--- src/rtl/ula_arbiter.sv ---
// Round-robin arbiter sharing one combinational ULA between two requesters.
// Fixed IDLE -> EXEC -> RESP sequence with registered operands and captured result.
module ula_arbiter #(
    parameter int WIDTH = 32,
    parameter int OPW   = 5
) (
    input  logic             clk,
    input  logic             rst,
    input  logic             req0_valid,
    output logic             req0_ready,
    input  logic [WIDTH-1:0] req0_a,
    input  logic [WIDTH-1:0] req0_b,
    input  logic [OPW-1:0]   req0_opcode,
    output logic             rsp0_valid,
    input  logic             rsp0_ready,
    input  logic             req1_valid,
    output logic             req1_ready,
    input  logic [WIDTH-1:0] req1_a,
    input  logic [WIDTH-1:0] req1_b,
    input  logic [OPW-1:0]   req1_opcode,
    output logic             rsp1_valid,
    input  logic             rsp1_ready,
    output logic [WIDTH-1:0] rsp_out,
    output logic             rsp_flag,
    output logic [WIDTH-1:0] ula_a,
    output logic [WIDTH-1:0] ula_b,
    output logic [OPW-1:0]   ula_opcode,
    input  logic [WIDTH-1:0] ula_out,
    input  logic             ula_flag,
    output logic             busy,
    output logic [15:0]      ops_done
);

    typedef enum logic [1:0] {IDLE, EXEC, RESP} state_t;

    state_t           state_q, state_d;
    logic             owner_q, owner_d;
    logic             last_q, last_d;
    logic [WIDTH-1:0] ula_a_q, ula_a_d;
    logic [WIDTH-1:0] ula_b_q, ula_b_d;
    logic [OPW-1:0]   ula_op_q, ula_op_d;
    logic [WIDTH-1:0] rsp_out_q, rsp_out_d;
    logic             rsp_flag_q, rsp_flag_d;
    logic [15:0]      ops_done_q, ops_done_d;
    logic             grant;

    // Under contention the requester that did not win last time is granted.
    always_comb begin
        if (req0_valid && req1_valid) begin
            grant = ~last_q;
        end else begin
            grant = req1_valid;
        end
    end

    assign req0_ready = (state_q == IDLE) && !grant && req0_valid;
    assign req1_ready = (state_q == IDLE) &&  grant && req1_valid;
    assign rsp0_valid = (state_q == RESP) && !owner_q;
    assign rsp1_valid = (state_q == RESP) &&  owner_q;
    assign busy       = (state_q != IDLE);
    assign rsp_out    = rsp_out_q;
    assign rsp_flag   = rsp_flag_q;
    assign ula_a      = ula_a_q;
    assign ula_b      = ula_b_q;
    assign ula_opcode = ula_op_q;
    assign ops_done   = ops_done_q;

    always_comb begin
        state_d    = state_q;
        owner_d    = owner_q;
        last_d     = last_q;
        ula_a_d    = ula_a_q;
        ula_b_d    = ula_b_q;
        ula_op_d   = ula_op_q;
        rsp_out_d  = rsp_out_q;
        rsp_flag_d = rsp_flag_q;
        ops_done_d = ops_done_q;
        case (state_q)
            IDLE: begin
                if (req0_ready || req1_ready) begin
                    ula_a_d  = grant ? req1_a      : req0_a;
                    ula_b_d  = grant ? req1_b      : req0_b;
                    ula_op_d = grant ? req1_opcode : req0_opcode;
                    owner_d  = grant;
                    last_d   = grant;
                    state_d  = EXEC;
                end
            end
            EXEC: begin
                rsp_out_d  = ula_out;
                rsp_flag_d = ula_flag;
                state_d    = RESP;
            end
            RESP: begin
                if (owner_q ? rsp1_ready : rsp0_ready) begin
                    ops_done_d = ops_done_q + 16'd1;
                    state_d    = IDLE;
                end
            end
            default: state_d = IDLE;
        endcase
    end

    always_ff @(posedge clk) begin
        if (rst) begin
            state_q    <= IDLE;
            owner_q    <= 1'b0;
            last_q     <= 1'b1;
            ula_a_q    <= '0;
            ula_b_q    <= '0;
            ula_op_q   <= '0;
            rsp_out_q  <= '0;
            rsp_flag_q <= 1'b0;
            ops_done_q <= '0;
        end else begin
            state_q    <= state_d;
            owner_q    <= owner_d;
            last_q     <= last_d;
            ula_a_q    <= ula_a_d;
            ula_b_q    <= ula_b_d;
            ula_op_q   <= ula_op_d;
            rsp_out_q  <= rsp_out_d;
            rsp_flag_q <= rsp_flag_d;
            ops_done_q <= ops_done_d;
        end
    end

endmodule

--- config.mk ---
export PLATFORM = sky130hd
export DESIGN_NAME = ula_arbiter
export DESIGN_NICKNAME = d
export VERILOG_FILES = /design/src/rtl/ula_arbiter.sv
export SDC_FILE = /design/constraint.sdc
export NUM_CORES = 1
export LEC_CHECK = 0
export CAP_MARGIN = 20
export CORE_UTILIZATION = 25
export DETAILED_ROUTE_END_ITERATION = 10
export DONT_BUFFER_PORTS = 1
export PLACE_DENSITY = 0.43
export SYNTH_ARGS = -nofsm -noshare
export SYNTH_HDL_FRONTEND = slang
export SYNTH_SLANG_ARGS = --single-unit
--- constraint.sdc ---
create_clock -name clk -period 1.62 [get_ports clk]
set_input_delay 0.162 -clock clk [delete_from_list [all_inputs] [get_ports clk]]
set_output_delay 0.162 -clock clk [all_outputs]
set_load 0.005 [all_outputs]
==> out/results.ini, run 1 <==
[sta]
relSlewSlack_pct=74.59
tightestPinTransition_ns=0.3705
fin_crit_sh_pct=97.24
rsz0062_at_grt=true
hold_viol=121
period_needed_ns=1.575
maxClockFrequency_mhz=634.8
fin_setup_tns_ns=0
slew_violations=0
setup_viol=0
skew_ns=0.01412
holdWs_ns=-0.1867

[placed_design]
port_buffers=0
gp_congestion=0.7632
dp_hpwl_mm=9.925

[critical_path]
cp_slowest_stage_delay_ns=0.55
crit_path_end=rsp_out[2]
arrival_ns=1.93
r2r.worst_path.cells=5
timing.rr.end=rsp_out[2]
worstReg2RegStart=state_q[0]
cp_slowest_cell=dlygate4sd3_1
cp_max_fo=33
rrSetupSlack_ns=0.04
worst_setup_path_end_kind=flip-flop
critical_path_class=reg -> reg
startpoint=state_q[0]
crit_required_ns=1.98
worst_setup_path_start_kind=flip-flop
cp_cell_sequence=nor2b_4 -> buf_12 -> nand2_1 -> a21oi_1 -> dlygate4sd3_1

[yosys]
syn_inst=563
yosysUniqueCellTypes=36
synth_mux_area_share_pct=14.14
synth-xor-area-share_pct=1.211
synth_top_cell_area_share_pct=48.25
synth_top_family_by_area=compound AO/OA/AOI/OAI gates
syn_area_per_cell_um2=8.992
synthAdderAreaFrac_pct=0.2472
synth_most_common_cell=dfxtp_1
synth_edf_count=0
yosysSeqAreaShare_pct=48.25
synth.cell_area_mm2=0.005062
postSynth.asyncResetShare_pct=0
synth_fp_nets=741
yosys.area_share.simple_pct=15.69
yosysWarnings=0
ys_ff_latch=122
synth_area_leaders=dfxtp_1, mux2i_1, a211oi_1
yosysTopAreaCell=dfxtp_1
ys.flop_type=dfxtp_1
ys_top_cells_by_count=dfxtp_1, nor2_1, nand2_1, mux2i_1, a211oi_1
synth-compound-area-share_pct=16.19

[drt]
routedWlPerCell_um=17.22
routed-via-count=4045
routed_wl_mm=14.57
drc_errors=0
drt-initial-drc-count=149
viasPerCell=4.781
firstDrtPassIters=4
final_antenna_net_count=0

[outcome]
status=complete, but fails checks
violations=negative hold slack

[grt]
grt_first_pass_wirelength_mm=20.42
track_usage_pct=13.33
grt_remaining_overflow=0
grt_max_degree=123
grt_pass1_vias=3830
antenna_found_initial=0

[cells_and_area]
fin_nets=746
syn2layout_area_growth_pct=23.95
final_layout_size_suffix_gt1_share_pct=13.77
fill_cells=2080
diodes=0

[die]
initial_core_util_pct=25.76
fp-row-count=51
coreArea_mm2=0.01965
io_pins=300
die_w_um=144.3
die_y_um=144.3
die_area_mm2=0.02082

[power_and_ir_drop]
p_seq_share_pct=41.0
comb_power_share_pct=11.0
swShare_pct=25.51
p_int_mw=6.442
power_density_mw_per_mm2=1378
p_leak_nw=2.340
irDropWorstVdd_mv=0.6265
clockPowerShare_pct=48.0
p_sw_mw=2.206

[clock_tree]
cts.sinks=122
clock_latency_ns=0.41
clkTransAtPathRegs_ns=0.06
cts_buffer_depth=2
cts.htree.levels=4
root_buffer=clkbuf_16
ctsHoldBuffers=1
cts_made_buffers=17
cts_tree=done

[min_path]
hold_class=in -> reg

[job]
maxCapViolations=0

-- cell usage in the layout (no fill, tap or decap), types with 4 or more instances in the layout --
| cell type | synthesis | layout |
|---|---|---|
| o31ai_1 | 5 | 5 |
| xor2_1 | 4 | 4 |
| clkbuf_16 | 0 | 17 |
| mux2i_1 | 70 | 70 |
| bufinv_16 | 0 | 4 |
| or4_1 | 5 | 5 |
| a211oi_1 | 69 | 69 |
| inv_1 | 4 | 4 |
| dfxtp_1 | 122 | 118 |
| o21ai_0 | 5 | 5 |
| buf_12 | 0 | 7 |
| nand3_1 | 4 | 4 |
| nor2_1 | 83 | 82 |
| nand2_1 | 73 | 72 |
| a21oi_1 | 43 | 43 |
| dfxtp_2 | 0 | 4 |
| buf_4 | 0 | 23 |
-- metal layers --
metal,global-route usage [%],wire [µm],vias to the layer above
li1,-,-,1998
met1,14.49,5788,1834
met2,23.10,7188,206
met3,5.397,1439,7
met4,4.986,154,0
met5,0,0,-
-- state kept, by name, indices dropped and copies added (netlist names) --
signal	count
last_q	1
ops_done	16
owner_q	1
rsp_flag	1
rsp_out	32
state_q	2
ula_a	32
ula_b	32
ula_opcode	5
-- power by group through the flow --
stage / combinational, mW / clock (mW) / sequential (mW)
after global placement: 0.866 / 0 / 3.61
after CTS: 0.964 / 4.28 / 3.55
after floorplan: 0.746 / 0 / 3.52
after global routing: 1.06 / 4.41 / 3.58
after detailed placement: 0.895 / 0 / 3.61
final: 0.955 / 4.15 / 3.55
-- how the worst min path moves through the flow --
stage | startpoint | end | slack [ns] | depth (start not counted)
global placement | rst | ula_b[23] | 0.25 | 1
global route | rst | ula_a[21] | -0.21 | 1
finish | rst | ula_b[28] | -0.19 | 1
detailed placement | rst | ula_b[28] | 0.24 | 1
CTS | rst | ula_b[27] | -0.20 | 1
floorplan | ula_flag | rsp_flag | 0.30 | 2
-- per-stage QoR --
stage / utilization, % / setup slack, ns / area (µm²) / power [mW] / std cells
detailed placement: 27.88 / 0.08592 / 5479 / 4.510 / 808
finish: 31.93 / 0.04473 / 6275 / 8.648 / 846
floorplan: - / 0.04661 / 5062 / 4.261 / 563
CTS: 31.82 / 0.01395 / 6255 / 8.795 / 846
global placement: 27.88 / 0.1102 / 5479 / 4.477 / 808
global route: 31.93 / -0.007682 / 6275 / 9.053 / 846
-- cell families after synthesis --
kind of cell             Yosys count
AO/OA/AOI/OAI                    125
multiplexers                      71
buffers and inverters             51
XOR/XNOR                           7
adder cells (fa/ha/maj)            1
AND/OR/NAND/NOR                  186
flip-flops                       122
-- area by class of cell --
class	count	area, µm²	area share (%)
Clock buffer	20	466.7	7.438
Tap cell	265	331.6	5.284
Sequential cell	122	2447	39.00
Clock inverter	12	186.4	2.971
Timing Repair Buffer	33	382.9	6.102
Inverter	4	15.01	0.2393
Multi-Input combinational cell	390	2445	38.96
-- what timing repair did --
action	CTS	global route
setup buffers	3	0
gates cloned	2	0
endpoints found under the hold margin	122	121
resized for setup	0	10
pin swaps	1	1
endpoints found under the setup margin	2	12
-- critical path: cells and delay by family (launching register included) --
kind,cells,cell delay (ns)
compound gates,1,0.11
buf+inv,2,0.74
flops,1,0.40
simple gates,2,0.26
Note: power is estimated with default switching activity, not from simulation.
==> run 2, diff against run 1 <==
Settings changed: CORE_UTILIZATION 25 to 30, PLACE_DENSITY 0.43 to 0.48.
==> run 2 against run 1 <==
Against the previous run: the run still ends with negative hold slack left; critical path depth shrank 1; count of clock-buffer cells in the layout grew 1; cell area shrank 4.2%; cell count shrank 6.3%; critical endpoint is now ops_done[15]; largest power group unchanged.
==> out/results.ini, run 2 (synthesized netlist as in run 1, its figures left out) <==
[power_and_ir_drop]
p_seq_share_pct=42.9
power_density_mw_per_mm2=1373
comb_power_share_pct=10.4
p_sw_mw=2.092
irDropWorstVdd_mv=0.6528
swShare_pct=25.36
clockPowerShare_pct=46.8
p_leak_nw=2.233
p_int_mw=6.157

[drt]
routed_wl_mm=13.31
routed-via-count=4019
routedWlPerCell_um=16.78
drc_errors=0
drt-initial-drc-count=140
final_antenna_net_count=0
firstDrtPassIters=5
viasPerCell=5.068

[grt]
grt_first_pass_wirelength_mm=20.73
grt_remaining_overflow=0
track_usage_pct=15.21
grt_pass1_vias=3973
grt_max_degree=123
antenna_found_initial=0

[sta]
tightestPinTransition_ns=0.5097
holdWs_ns=-0.1778
rsz0062_at_grt=false
relSlewSlack_pct=66.02
skew_ns=0.01044
fin_crit_sh_pct=93.83
slew_violations=0
setup_viol=0
fin_setup_tns_ns=0
period_needed_ns=1.520
maxClockFrequency_mhz=657.9
hold_viol=122

[critical_path]
arrival_ns=1.86
cp_slowest_stage_delay_ns=0.49
crit_required_ns=1.96
cp_max_fo=6
worst_setup_path_start_kind=flip-flop
cp_cell_sequence=and4b_1 -> nand2_1 -> or4_1 -> a21oi_1
crit_family=simple AND/OR/NAND/NOR gates
worst_setup_path_end_kind=flip-flop
critical_path_class=reg -> reg
path_buf_inv=0
cp_slowest_cell=or4_1

[die]
die_w_um=131.9
io_pins=300
fp-row-count=47
die_y_um=131.9
coreArea_mm2=0.01652
die_area_mm2=0.01740
initial_core_util_pct=30.64

[cells_and_area]
syn2layout_area_growth_pct=18.69
layout_common_cells=dfxtp_1, nor2_1, nand2_1, mux2i_1, a211oi_1
diodes=0
layout_commonest_cell=dfxtp_1
fin_nets=738
fin_cells=793
final_layout_size_suffix_gt1_share_pct=12.39
final_util_pct=36.36

[clock_tree]
root_buffer=clkbuf_16
postCtsSetupRepairBufs=0
cts_buffer_depth=2
cts.htree.levels=4
clkTransAtPathRegs_ns=0.06
clock_latency_ns=0.41
cts.sinks=122
cts_tree=done
cts_made_buffers=17

[placed_design]
dp_hpwl_mm=9.546
gp_congestion=0.8242
numPlacedInstances=761
port_buffers=0

[outcome]
violations=negative hold slack
status=complete, but fails checks

[job]
maxCapViolations=0

[min_path]
hold_class=in -> reg

==> run 2: cell count changes in the layout (fill, tap and decap cells not counted), moves of 2 or more <==
cell / before / now
buf_12: 7 / 3
clkbuf_1: 0 / 2
clkinv_2: 0 / 3
dfxtp_1: 118 / 120
dfxtp_2: 4 / 2
inv_6: 2 / 0
==> run 2: power groups by stage <==
| stage | Sequential, mW | Clock [mW] | Combinational, mW |
|---|---|---|---|
| after global placement | 3.60 | 0 | 0.833 |
| after global routing | 3.57 | 4.09 | 0.970 |
| final | 3.53 | 3.86 | 0.855 |
| after CTS | 3.54 | 3.97 | 0.866 |
| after detailed placement | 3.60 | 0 | 0.867 |
| after floorplan | 3.52 | 0 | 0.746 |
==> run 2: final timing paths <==
check	startpoint	end	slack (ns)	depth (start not counted)
worst min-delay path	rst	ula_a[12]	-0.18	1
worst max-delay path	state_q[1]	ops_done[15]	0.1	4
worst max register to register	state_q[1]	ops_done[15]	0.1	4
worst min register to register	rsp_out[26]	rsp_out[26]	0.47	2
==> run 2: through the flow <==
step                total power [mW]  hold WS, ns  setup slack [ns]  area, µm²
finish                         8.248      -0.1778           0.09993       6008
detailed placement             4.468       0.2454           0.02961       5383
floorplan                      4.261       0.2980           0.04661       5062
global placement               4.431       0.2455            0.1070       5383
global route                   8.627      -0.2023          0.006401       6008
CTS                            8.379      -0.1989          0.005210       5991
==> run 2: area by class of cell <==
class / count / area, µm²
Sequential cell: 122 / 2445
Tap cell: 220 / 275.3
Clock inverter: 11 / 145.1
Clock buffer: 21 / 460.4
Multi-Input combinational cell: 390 / 2442
Fill cell: 1695 / 10520
Timing Repair Buffer: 25 / 225.2
Inverter: 4 / 15.01
==> run 2: metal layers <==
metal	track usage (%)	share of wire (%)	wire [µm]
met1	16.68	40	5336
met2	25.98	49	6502
met3	5.421	8.6	1140
met4	7.558	2.5	329
met5	0	0	0
==> run 2: timing repair <==
item                                   in CTS  in global routing
pin swaps                                   0                  2
endpoints found under the hold margin     122                122
resized for setup                           1                  7
setup endpoints to repair                   1                  5
